$ cat config.mk
export PLATFORM = sky130hd
export DESIGN_NAME = nibble_frame_loader
export DESIGN_NICKNAME = d
export VERILOG_FILES = /design/src/rtl/nibble_pkg.sv /design/src/rtl/nibble_frame_loader.sv
export SDC_FILE = /design/constraint.sdc
export NUM_CORES = 1
export LEC_CHECK = 0
export BUFFER_PORTS_ARGS = -buffer_cell sky130_fd_sc_hd__buf_2
export CORE_MARGIN = 1.5
export CORE_UTILIZATION = 45
export DETAILED_ROUTE_END_ITERATION = 8
export PLACE_DENSITY = 0.67
export SETUP_SLACK_MARGIN = 0.02
export SYNTH_ARGS = -nofsm -noshare
export SYNTH_HDL_FRONTEND = slang
export SYNTH_SLANG_ARGS = --single-unit
$ cat constraint.sdc
create_clock -name i_clk -period 3.15 [get_ports i_clk]
set_input_delay 0.63 -clock i_clk [delete_from_list [all_inputs] [get_ports i_clk]]
set_output_delay 0.63 -clock i_clk [all_outputs]
set_load 0.02 [all_outputs]
$ cat src/rtl/nibble_pkg.sv
// Shared definitions for the nibble display path: slot geometry, the blank
// code and the loader FSM state encoding.
package nibble_pkg;

    localparam int NIBBLE_W  = 4;
    localparam int NUM_SLOTS = 6;
    localparam int SEL_W     = 3;

    localparam logic [NIBBLE_W-1:0] BLANK_NIBBLE = 4'b1111;
    localparam logic [SEL_W-1:0]    LAST_SLOT    = SEL_W'(NUM_SLOTS - 1);

    typedef enum logic {
        ST_IDLE = 1'b0,
        ST_LOAD = 1'b1
    } state_t;

endpackage

$ cat src/rtl/nibble_frame_loader.sv
// nibble_frame_loader: write side of the six-slot display bank.
// Nibbles arrive over valid/ready into a shadow bank; the sixth nibble commits
// the whole frame to o_slot0..5 on one edge so the mux never sees a torn frame.
// Optional abort flag o_frame_err is built when NIBBLE_FRAME_LOADER_ERR_EN is defined.
module nibble_frame_loader
    import nibble_pkg::*;
(
    input  logic                i_clk,
    input  logic                i_rst,
    input  logic                i_start,
    input  logic [NIBBLE_W-1:0] i_data,
    input  logic                i_valid,
    output logic                o_ready,
    output logic [SEL_W-1:0]    o_ptr,
    output logic [NIBBLE_W-1:0] o_slot0,
    output logic [NIBBLE_W-1:0] o_slot1,
    output logic [NIBBLE_W-1:0] o_slot2,
    output logic [NIBBLE_W-1:0] o_slot3,
    output logic [NIBBLE_W-1:0] o_slot4,
    output logic [NIBBLE_W-1:0] o_slot5,
`ifdef NIBBLE_FRAME_LOADER_ERR_EN
    output logic                o_frame_err,
`endif
    output logic                o_frame_done
);

    state_t              state_q, state_d;
    logic [SEL_W-1:0]    ptr_q, ptr_d;
    logic                done_q;
    logic [NIBBLE_W-1:0] shadow_q [NUM_SLOTS-1];
    logic [NIBBLE_W-1:0] slot_q   [NUM_SLOTS];

    // A start pulse always wins over a coincident nibble.
    logic xfer;
    logic commit;
    assign xfer   = i_valid && (state_q == ST_LOAD) && !i_start;
    assign commit = xfer && (ptr_q == LAST_SLOT);

    // FSM state register
    always_ff @(posedge i_clk or posedge i_rst) begin
        if (i_rst) state_q <= ST_IDLE;
        else       state_q <= state_d;
    end

    // FSM next state: start (re)enters LOAD, the final nibble returns to IDLE
    always_comb begin
        state_d = state_q;
        if (i_start)     state_d = ST_LOAD;
        else if (commit) state_d = ST_IDLE;
    end

    // FSM outputs and committed slot fan-out
    always_comb begin
        o_ready      = (state_q == ST_LOAD);
        o_ptr        = ptr_q;
        o_frame_done = done_q;
        o_slot0      = slot_q[0];
        o_slot1      = slot_q[1];
        o_slot2      = slot_q[2];
        o_slot3      = slot_q[3];
        o_slot4      = slot_q[4];
        o_slot5      = slot_q[5];
    end

    // Pointer next value: cleared by start or commit, advanced per transfer
    always_comb begin
        ptr_d = ptr_q;
        if (i_start || commit) ptr_d = '0;
        else if (xfer)         ptr_d = ptr_q + SEL_W'(1);
    end

    // Pointer and frame-done pulse registers
    always_ff @(posedge i_clk or posedge i_rst) begin
        if (i_rst) begin
            ptr_q  <= '0;
            done_q <= 1'b0;
        end else begin
            ptr_q  <= ptr_d;
            done_q <= commit;
        end
    end

    // Shadow bank: holds slots 0..4 of the frame being assembled; slot 5
    // comes straight from i_data at commit, so it needs no shadow.
    always_ff @(posedge i_clk or posedge i_rst) begin
        if (i_rst) begin
            for (int i = 0; i < NUM_SLOTS - 1; i++) shadow_q[i] <= BLANK_NIBBLE;
        end else if (xfer && !commit) begin
            for (int i = 0; i < NUM_SLOTS - 1; i++) begin
                if (ptr_q == SEL_W'(i)) shadow_q[i] <= i_data;
            end
        end
    end

    // Committed bank: updated atomically on the final transfer, else held
    always_ff @(posedge i_clk or posedge i_rst) begin
        if (i_rst) begin
            for (int i = 0; i < NUM_SLOTS; i++) slot_q[i] <= BLANK_NIBBLE;
        end else if (commit) begin
            for (int i = 0; i < NUM_SLOTS - 1; i++) slot_q[i] <= shadow_q[i];
            slot_q[NUM_SLOTS-1] <= i_data;
        end
    end

`ifdef NIBBLE_FRAME_LOADER_ERR_EN
    logic err_q;

    // Abort flag: set when a frame in progress is restarted, cleared on commit
    always_ff @(posedge i_clk or posedge i_rst) begin
        if (i_rst)                                                 err_q <= 1'b0;
        else if (i_start && (state_q == ST_LOAD) && (ptr_q != '0)) err_q <= 1'b1;
        else if (commit)                                           err_q <= 1'b0;
    end

    assign o_frame_err = err_q;
`endif

endmodule

### Word level (Yosys, flattened, before mapping)

Cells that the tools add are included.

| word-level totals | value |
|---|---|
| flip-flop bits (word level) | 49 |
| logic and storage cells | 39 |
| output and inout bits | 29 |

| operators by class | value |
|---|---|
| $add $sub $neg | 1 |
| eq/ne operators | 5 |
| multiplexer cells | 4 |
| reduce and logical (&&, ||, !) cells | 15 |

Operators with widths:

| kind | count |
|---|---|
| $reduce_and 2->1 | 5 |
| $eq 3x2->1 const B | 2 |
| $eq 3x3->1 const B | 2 |
| $mux 3 | 2 |
| $logic_and 1x1->1 | 4 |
| $reduce_bool 2->1 | 2 |
| $add 3x1->3 const B | 1 |
| $eq 3x1->1 const B | 1 |
| $logic_not 3->1 | 1 |
| $logic_not 1->1 | 2 |
| $mux 1 | 2 |
| $logic_or 1x1->1 | 1 |

### Logic depth before layout (Yosys ltp)

Gate-level depths: netlist of run 1.

| logic depth | value |
|---|---|
| word-level depth | 6 |
| depth in mapped cells | 6 |
| gate-level depth less buffers | 5 |

### Least setup slack after synthesis of run 1

OpenSTA, ideal clock, no wires.

| path | value |
|---|---|
| kind | reg-to-reg |
| start point | register ptr_q[1], in the netlist o_ptr[1] |
| end point | register slot_q (netlist bit o_slot0[0]) |
| arrival time | 1.706 ns |
| required time | 3.068 ns |
| slack | 1.362 ns |
| path buffers | 1 |
| cell stages (with the launch flop) | 7 |
| cells stage by stage | dfrtp_1 > inv_1 > ha_1 > nand2_1 > nor2_2 > buf_6 > mux2_2 |

| on the way | value |
|---|---|
| longest elaborated chain between the ends | 2 |

Ends and longest elaborated chain:

| item | line | source |
|---|---|---|
| from (decl) | nibble_frame_loader.sv:28 | `logic [SEL_W-1:0] ptr_q, ptr_d;` |
| from (signal assigned) | nibble_frame_loader.sv:78 | `ptr_q <= ptr_d;` |
| $eq 3x3->1 | nibble_frame_loader.sv:37 | `assign commit = xfer && (ptr_q == LAST_SLOT);` |
| $logic_and 1x1->1 | nibble_frame_loader.sv:37 |  |
| to (signal, indexed assignment) | nibble_frame_loader.sv:101 | `slot_q[NUM_SLOTS-1] <= i_data;` |
| to (decl) | nibble_frame_loader.sv:31 | `logic [NIBBLE_W-1:0] slot_q [NUM_SLOTS];` |

Every way passes these cells.
A chain may end at the register's enable or synchronous reset.

### Worst setup path in the final report of run 1

| path | value |
|---|---|
| start point | register ptr_q[1], in the netlist o_ptr[1] |
| end point | register slot_q (netlist bit o_slot1[0]) |

Same word-level chain as after synthesis.

==> impl_metrics.py, run 1 <==
metrics = {
    "logic_synthesis": {
        "avgSynthCellArea_um2": 16.0,
        "ys_ff_latch": 49,
        "yosys_warnings": 0,
        "synthCells": 127,
        "yosysTopAreaCell": "dfstp_2",
        "syn_nets": 140,
        "synth_area_um2": 2030,
        "yosys.area.top_type_share": 0.569,
        "seq_area_frac_synth": 0.630,
        "ys_types": 17,
        "synthTopCellsByArea": "dfstp_2 57%, mux2_2 22%, dfrtp_1 6.2%, ha_1 3.1%, mux2_4 3.0%",
    },
    "route": {
        "vias": 1146,
        "wire_per_inst_um": 15.5,
        "route.detailed.drc": 0,
        "met1_length_mm": 1.51,
        "first_pass_iters": 3,
        "wirelength_mm": 3.46,
        "viasPerCell": 5.14,
        "drtIter0Drc": 38,
        "wl_met2_mm": 1.77,
        "ant_nets": 0,
        "wl_met3_um": 142,
        "top_layer": "met4",
    },
    "timing": {
        "hold_viol": 0,
        "fmax_mhz": 495,
        "tns_ns": 0,
        "rsz0062_at_grt": "false",
        "min_period_over_period": 0.641,
        "slew_headroom": 0.611,
        "fin_skew_ns": 0.00676,
        "worstMarginPinSlew_ns": 0.583,
        "slew_viol_final": 0,
        "report.final.setup_viol": 0,
        "final.min_clock_period_ns": 2.02,
    },
    "outcome": {
        "status": "complete, no violations",
    },
    "place": {
        "dp_cells": 215,
        "gp_congestion": 0.764,
        "place_hpwl_mm": 2.54,
        "portBuffers": 36,
    },
    "clocking": {
        "clk_pin_slew_ns": 0.09,
        "cts.repair.resized": 0,
        "cts.sinks": 49,
        "clock_latency_ns": 0.30,
        "cts_tree": "yes",
        "cts_buffers": 5,
        "cts_root_buf": "clkbuf_8",
        "clk_path_buf_depth": 2,
        "postCtsSetupBuffers": 0,
        "h-tree-depth": 2,
        "cts_hold_buf": 0,
    },
    "power_and_ir_drop": {
        "finalPower_mw": 1.24,
        "power_frac_comb": 0.094,
        "p_sw_frac": 0.231,
        "p_leak_nw": 1.09,
        "p_seq_frac": 0.616,
        "p_sw_mw": 0.285,
        "pwr-share-clk": 0.289,
        "p_int_mw": 0.951,
        "max-vdd-ir-drop_uv": 265,
        "power_density_nw_per_um2": 521,
    },
    "worst_setup_path": {
        "worstPathRequired_ns": 3.38,
        "r2r_start": "o_ptr[1]",
        "endpoint": "o_slot1[0]",
        "critPathKind": "register to register",
        "cp_max_fo": 16,
        "slowest_delay_ns": 0.50,
        "arrival_ns": 2.25,
        "ff2ff_setup_slack_ns": 1.13,
        "worstSetupStartpoint": "o_ptr[1]",
        "crit_buf_inv": 2,
        "crit_family": "simple AND/OR/NAND/NOR gates",
        "cp.depth": 6,
        "rr_worst_depth": 6,
        "startpoint_type": "register",
        "endpoint_kind": "register",
        "r2r_end": "o_slot1[0]",
        "slowest_stage": "nor2_2",
        "crit_chain": "inv_1, ha_1, nand2_1, nor2_2, buf_12, mux2_2",
    },
    "grt": {
        "grt_pass1_vias": 1214,
        "grt_overflow_total": 0,
        "antenna_found_initial": 0,
        "grt_pass1_wl_mm": 5.88,
        "grt_util_all_layers": 0.155,
        "grt_max_degree": 36,
    },
    "floorplan": {
        "core_area_um2": 4350,
        "die_x_um": 70.2,
        "die_area_um2": 4930,
        "io_pins": 37,
        "start_util": 0.467,
        "die_y_um": 70.2,
        "rows": 24,
    },
    "hold_path": {
        "hp-class": "input pin to asynchronous set/reset pin",
    },
    "layout": {
        "synthToLayoutAreaGrowth_pct": 16.6,
        "fin_cells": 223,
        "fin_nets": 183,
        "num_antenna_cells": 0,
        "layout_common_cells": "44 x dfstp_2, 40 x mux2_2, 36 x buf_2, 9 x nand2_1",
        "layout_commonest_cell": "dfstp_2",
        "drive_gt1_frac": 0.813,
    },
    "run": {
        "max_cap_violations": 0,
    },
}
[worst min path at each step]
stage,endpoint,cells past startpoint
6_report,o_ready,2
5_1_grt,o_ready,2
4_1_cts,o_ready,2
3_5_place_dp,o_ptr[2],2
3_3_place_gp,o_ptr[2],2
2_1_floorplan,shadow_q[4],1
[synth_stat cells (all sizes together)]
cell type and n:
dfstp 44, mux2 44, nand2 9, dfrtp 5, ha 5, inv 5
a21oi 3, nor2 3, buf 2, nand4 2, or3b 2, and4bb 1
nand3b 1, nor3 1
[metal layers]
layer,track usage,vias up
met2,0.253,28
met4,0.0513,0
met5,0,-
met1,0.204,587
met3,0.0404,5
li1,-,526
[registers in the layout, indices dropped and copies added, names as in the netlist]
| name | flops |
|---|---|
| o_slot5 | 4 |
| o_slot1 | 4 |
| o_slot0 | 4 |
| o_slot3 | 4 |
| o_ptr | 3 |
| shadow_q | 20 |
| o_slot4 | 4 |
| o_frame_done | 1 |
| o_ready | 1 |
| o_slot2 | 4 |
[cells by family after synthesis]
kind of cell | after synthesis | synth area share
DFF | 49 | 0.630
muxes | 44 | 0.251
and+or+nand+nor | 19 | 0.0603
buffers and inverters | 7 | 0.0203
adders and majority gates | 5 | 0.0308
AOI/OAI and AO/OA | 3 | 0.00738
[cell type report]
type / instances / area (µm²)
Fill cell: 377 / 1980
Sequential cell: 49 / 1280
Multi-Input combinational cell: 71 / 711
Timing Repair Buffer: 38 / 208
Clock buffer: 6 / 72.6
Tap cell: 52 / 65.1
Inverter: 5 / 18.8
Clock inverter: 2 / 13.8
[power groups by stage]
stage	Combinational [mW]	Clock (mW)	Sequential [mW]
final	0.117	0.358	0.761
after global routing	0.128	0.397	0.769
after CTS	0.120	0.373	0.761
after detailed placement	0.120	0	0.771
after global placement	0.114	0	0.767
after floorplan	0.0809	0	0.766
[per-stage QoR]
stage                     hold WS, ns  instance area [µm²]  setup slack, ns  utilization
after floorplan                 0.599                 2030             1.36            -
after global placement          0.580                 2280             1.10        0.524
after detailed placement        0.605                 2280             1.04        0.524
after CTS                       0.304                 2370             1.09        0.544
after global routing            0.308                 2370            0.984        0.544
final                           0.296                 2370             1.13        0.544
Power figures use the tool's default switching activity.
==> inputs of run 2 (changes only) <==
==> constraint.sdc (replaced) <==
create_clock -name i_clk -period 1.9 [get_ports i_clk]
set_input_delay 0.38 -clock i_clk [delete_from_list [all_inputs] [get_ports i_clk]]
set_output_delay 0.38 -clock i_clk [all_outputs]
set_load 0.02 [all_outputs]
==> impl_metrics.py, run 2 (synthesis gave the netlist of run 1 again) <==
metrics = {
    "worst_setup_path": {
        "worstSetupStartpoint": "o_ptr[1]",
        "r2r_end": "shadow_q[4]",
        "rr_worst_depth": 5,
        "slowest_delay_ns": 0.45,
        "ff2ff_setup_slack_ns": 0.15,
        "worstPathRequired_ns": 2.12,
        "endpoint": "shadow_q[4]",
        "slowest_stage": "or3b_4",
        "arrival_ns": 1.97,
        "startpoint_type": "register",
        "r2r_start": "o_ptr[1]",
        "critPathKind": "register to register",
        "crit_chain": "inv_1, ha_1, nand2_1, or3b_4, mux2_4",
        "endpoint_kind": "register",
        "cp_max_fo": 5,
    },
    "timing": {
        "min_period_over_period": 0.921,
        "fmax_mhz": 571,
        "slew_viol_final": 0,
        "tns_ns": 0,
        "rsz0062_at_grt": "false",
        "final.min_clock_period_ns": 1.75,
        "hold_viol": 0,
        "worstMarginPinSlew_ns": 0.589,
        "fin_skew_ns": 0.00578,
        "report.final.setup_viol": 0,
        "slew_headroom": 0.607,
    },
    "clocking": {
        "cts_hold_buf": 0,
        "cts.sinks": 49,
        "cts_tree": "yes",
        "cts_root_buf": "clkbuf_8",
        "cts.repair.resized": 0,
        "cts_buffers": 5,
        "clock_latency_ns": 0.29,
        "postCtsSetupBuffers": 0,
        "h-tree-depth": 2,
        "clk_path_buf_depth": 2,
        "clk_pin_slew_ns": 0.09,
    },
    "route": {
        "drtIter0Drc": 75,
        "ant_nets": 0,
        "wire_per_inst_um": 15.6,
        "wirelength_mm": 3.49,
        "first_pass_iters": 4,
        "vias": 1146,
        "viasPerCell": 5.12,
        "route.detailed.drc": 0,
    },
    "floorplan": {
        "io_pins": 37,
        "rows": 24,
        "die_x_um": 70.2,
        "die_area_um2": 4930,
        "die_y_um": 70.2,
        "start_util": 0.467,
        "core_area_um2": 4350,
    },
    "outcome": {
        "status": "complete, no violations",
    },
    "layout": {
        "fin_cells": 224,
        "fin_nets": 184,
        "layout_common_cells": "44 x dfstp_2, 40 x mux2_2, 36 x buf_2, 9 x nand2_1, 6 x clkbuf_8",
        "largest_reg_flops": 20,
        "synthToLayoutAreaGrowth_pct": 18.4,
        "num_antenna_cells": 0,
        "layout_commonest_cell": "dfstp_2",
        "drive_gt1_frac": 0.814,
        "largest-register": "shadow_q",
    },
    "grt": {
        "antenna_found_initial": 0,
        "grt_overflow_total": 0,
        "grt_pass1_wl_mm": 5.83,
        "grt_max_degree": 50,
        "grt_util_all_layers": 0.153,
        "grt_pass1_vias": 1185,
    },
    "place": {
        "dp_cells": 216,
        "gp_congestion": 0.940,
        "portBuffers": 36,
        "place_hpwl_mm": 2.42,
    },
    "hold_path": {
        "hp-class": "input pin to asynchronous set/reset pin",
    },
    "run": {
        "max_cap_violations": 0,
    },
    "power_and_ir_drop": {
        "max-vdd-ir-drop_uv": 497,
        "p_leak_nw": 1.11,
        "power_density_nw_per_um2": 917,
    },
}
-- run 2: per-layer routing --
metal	global-route usage	part of all wire	wire (µm)
met1	0.204	0.47	1630
met2	0.240	0.47	1640
met3	0.0519	0.051	177
met4	0.0449	0.014	50
met5	0	0	0
-- run 2: layout make-up --
| cell class | instances | area, µm² |
|---|---|---|
| clock buffer | 7 | 86.3 |
| clock inverter | 1 | 30.0 |
| fill | 350 | 1950 |
| inverter | 5 | 18.8 |
| multi-input combinational | 71 | 711 |
| sequential | 49 | 1280 |
| tap | 52 | 65.1 |
| timing repair buffer | 39 | 215 |
-- run 2: worst min path at each step --
stage               depth (start not counted)  startpoint      endpoint  slack (ns)
finish                                      3       i_rst  o_frame_done        0.23
floorplan                                   1     i_start      o_ptr[0]        0.44
global placement                            3       i_rst       o_ready        0.55
detailed placement                          3       i_rst       o_ready        0.56
global route                                3       i_rst  o_frame_done        0.27
CTS                                         3       i_rst  o_frame_done        0.24
-- run 2: power by group --
part	internal, mW	switching, mW	total [mW]
registers	1.21	0.0481	1.26
clock network	0.429	0.326	0.755
logic	0.103	0.0903	0.193
-- run 2: worst max-delay path: cells and delay by family (launching register included) --
kind / cells / cell delay (ns)
buffers and inverters: 1 / 0.09
muxes: 1 / 0.31
adders and majority gates: 1 / 0.22
and+or+nand+nor: 2 / 0.62
DFF: 1 / 0.43
-- run 2: stage by stage --
stage | area, µm² | worst slack [ns] | utilization | hold WS, ns | power (mW)
floorplan | 2030 | 0.112 | - | 0.443 | 1.40
global placement | 2290 | 0.275 | 0.526 | 0.546 | 1.46
detailed placement | 2290 | 0.185 | 0.526 | 0.564 | 1.47
CTS | 2410 | 0.169 | 0.553 | 0.240 | 2.24
global route | 2410 | 0.0394 | 0.553 | 0.272 | 2.32
finish | 2410 | 0.150 | 0.553 | 0.229 | 2.21
==> inputs of run 3 (changes only) <==
--- a/config.mk
+++ b/config.mk
@@ -10,7 +10,8 @@
 export CORE_UTILIZATION = 45
 export DETAILED_ROUTE_END_ITERATION = 8
 export PLACE_DENSITY = 0.67
-export SETUP_SLACK_MARGIN = 0.02
+export SETUP_SLACK_MARGIN = 0.3
+export SLEW_MARGIN = 0
 export SYNTH_ARGS = -nofsm -noshare
 export SYNTH_HDL_FRONTEND = slang
 export SYNTH_SLANG_ARGS = --single-unit
==> impl_metrics.py, run 3 (synthesis gave the netlist of run 1 again) <==
metrics = {
    "worst_setup_path": {
        "critPathMostFrequentCell": "ha_1",
        "ff2ff_setup_slack_ns": 0.33,
        "r2r_end": "shadow_q[7]",
        "arrival_ns": 1.79,
        "endpoint_kind": "register",
        "worstPathRequired_ns": 2.13,
        "slowest_stage": "or3b_4",
        "crit_buf_inv": 1,
        "rr_worst_depth": 5,
        "slowest_delay_ns": 0.43,
        "r2r_start": "o_ptr[0]",
        "cp_max_fo": 4,
        "critPathKind": "register to register",
        "startpoint_type": "register",
        "crit_chain": "ha_1, ha_1, inv_1, or3b_4, mux2_4",
        "crit_family": "simple AND/OR/NAND/NOR gates",
    },
    "timing": {
        "min_period_over_period": 0.824,
        "rsz0062_at_grt": "true",
        "fmax_mhz": 639,
        "slew_headroom": 0.617,
        "worstMarginPinSlew_ns": 0.574,
        "tns_ns": 0,
        "final.min_clock_period_ns": 1.57,
        "hold_viol": 0,
        "report.final.setup_viol": 0,
        "whs_ns": 0.216,
        "fin_skew_ns": 0.00629,
        "slew_viol_final": 0,
    },
    "place": {
        "dp_cells": 216,
        "portBuffers": 36,
        "place_hpwl_mm": 2.56,
        "gp_congestion": 0.909,
    },
    "route": {
        "wirelength_mm": 3.57,
        "route.detailed.drc": 0,
        "first_pass_iters": 4,
        "drtIter0Drc": 61,
        "vias": 1169,
        "viasPerCell": 5.17,
        "ant_nets": 0,
        "wire_per_inst_um": 15.8,
    },
    "layout": {
        "largest_reg_flops": 20,
        "synthToLayoutAreaGrowth_pct": 21.4,
        "layout_commonest_cell": "dfstp_2",
        "num_antenna_cells": 0,
        "fin_cells": 226,
        "layout_common_cells": "44 x dfstp_2, 40 x mux2_2, 36 x buf_2, 8 x nand2_1, 6 x clkbuf_8",
        "drive_gt1_frac": 0.862,
        "fin_nets": 186,
        "largest-register": "shadow_q",
    },
    "power_and_ir_drop": {
        "p_leak_nw": 1.13,
        "max-vdd-ir-drop_uv": 556,
        "power_density_nw_per_um2": 906,
    },
    "grt": {
        "grt_util_all_layers": 0.158,
        "antenna_found_initial": 0,
        "grt_overflow_total": 0,
        "grt_max_degree": 50,
        "grt_pass1_vias": 1206,
        "grt_pass1_wl_mm": 5.91,
    },
    "floorplan": {
        "core_area_um2": 4350,
        "die_x_um": 70.2,
        "rows": 24,
        "die_area_um2": 4930,
        "die_y_um": 70.2,
        "start_util": 0.467,
        "io_pins": 37,
    },
    "clocking": {
        "clock_latency_ns": 0.30,
        "clk_pin_slew_ns": 0.09,
        "h-tree-depth": 2,
        "cts_hold_buf": 0,
        "clk_path_buf_depth": 2,
        "cts_tree": "yes",
        "cts.sinks": 49,
        "cts_buffers": 5,
        "cts_root_buf": "clkbuf_8",
    },
    "run": {
        "max_cap_violations": 0,
    },
    "outcome": {
        "status": "complete, no violations",
    },
    "hold_path": {
        "hp-class": "input pin to asynchronous set/reset pin",
    },
}
-- run 3: how the worst max path moves through the flow --
stage                  end      from  depth (start not counted)
2_1_floorplan  shadow_q[4]  o_ptr[0]                          4
3_3_place_gp      o_ptr[2]  o_ptr[0]                          4
3_5_place_dp    o_slot2[2]  o_ptr[1]                          6
4_1_cts        shadow_q[7]  o_ptr[0]                          4
5_1_grt        shadow_q[7]  o_ptr[0]                          5
6_report       shadow_q[7]  o_ptr[0]                          5
-- run 3: area by class of cell --
type / count / area, µm²
Tap cell: 52 / 65.1
Fill cell: 363 / 1890
Sequential cell: 49 / 1280
Clock inverter: 2 / 37.5
Multi-Input combinational cell: 71 / 748
Inverter: 5 / 18.8
Clock buffer: 6 / 82.6
Timing Repair Buffer: 41 / 230
-- run 3: what timing repair did --
action | 4_1_cts | 5_1_grt
setup buffers | 2 | 0
resized for setup | 3 | 6
setup endpoints to repair | 21 | 32
-- run 3: tightest hold or removal path, delay by kind of cell --
kind / cells / cell delay (ns)
buffers and inverters: 3 / 0.61
-- run 3: power breakdown --
part	internal, mW	switching [mW]	total (mW)
logic	0.110	0.0976	0.207
registers	1.21	0.0511	1.26
clock network	0.428	0.337	0.765
total	1.75	0.486	2.23
-- run 3: per-layer routing --
layer	track usage	up-vias	share of wire
li1	-	537	-
met1	0.201	598	0.44
met4	0.0641	0	0.013
met3	0.0606	5	0.048
met5	0	-	0
met2	0.242	29	0.50
-- run 3: stage by stage --
stage	total power, mW	utilization	cell area (µm²)	setup WS (ns)
after global routing	2.33	0.567	2470	0.280
final	2.23	0.567	2470	0.334
after floorplan	1.41	-	2050	0.303
after detailed placement	1.48	0.526	2290	0.273
after CTS	2.25	0.559	2440	0.301
after global placement	1.46	0.526	2290	0.339
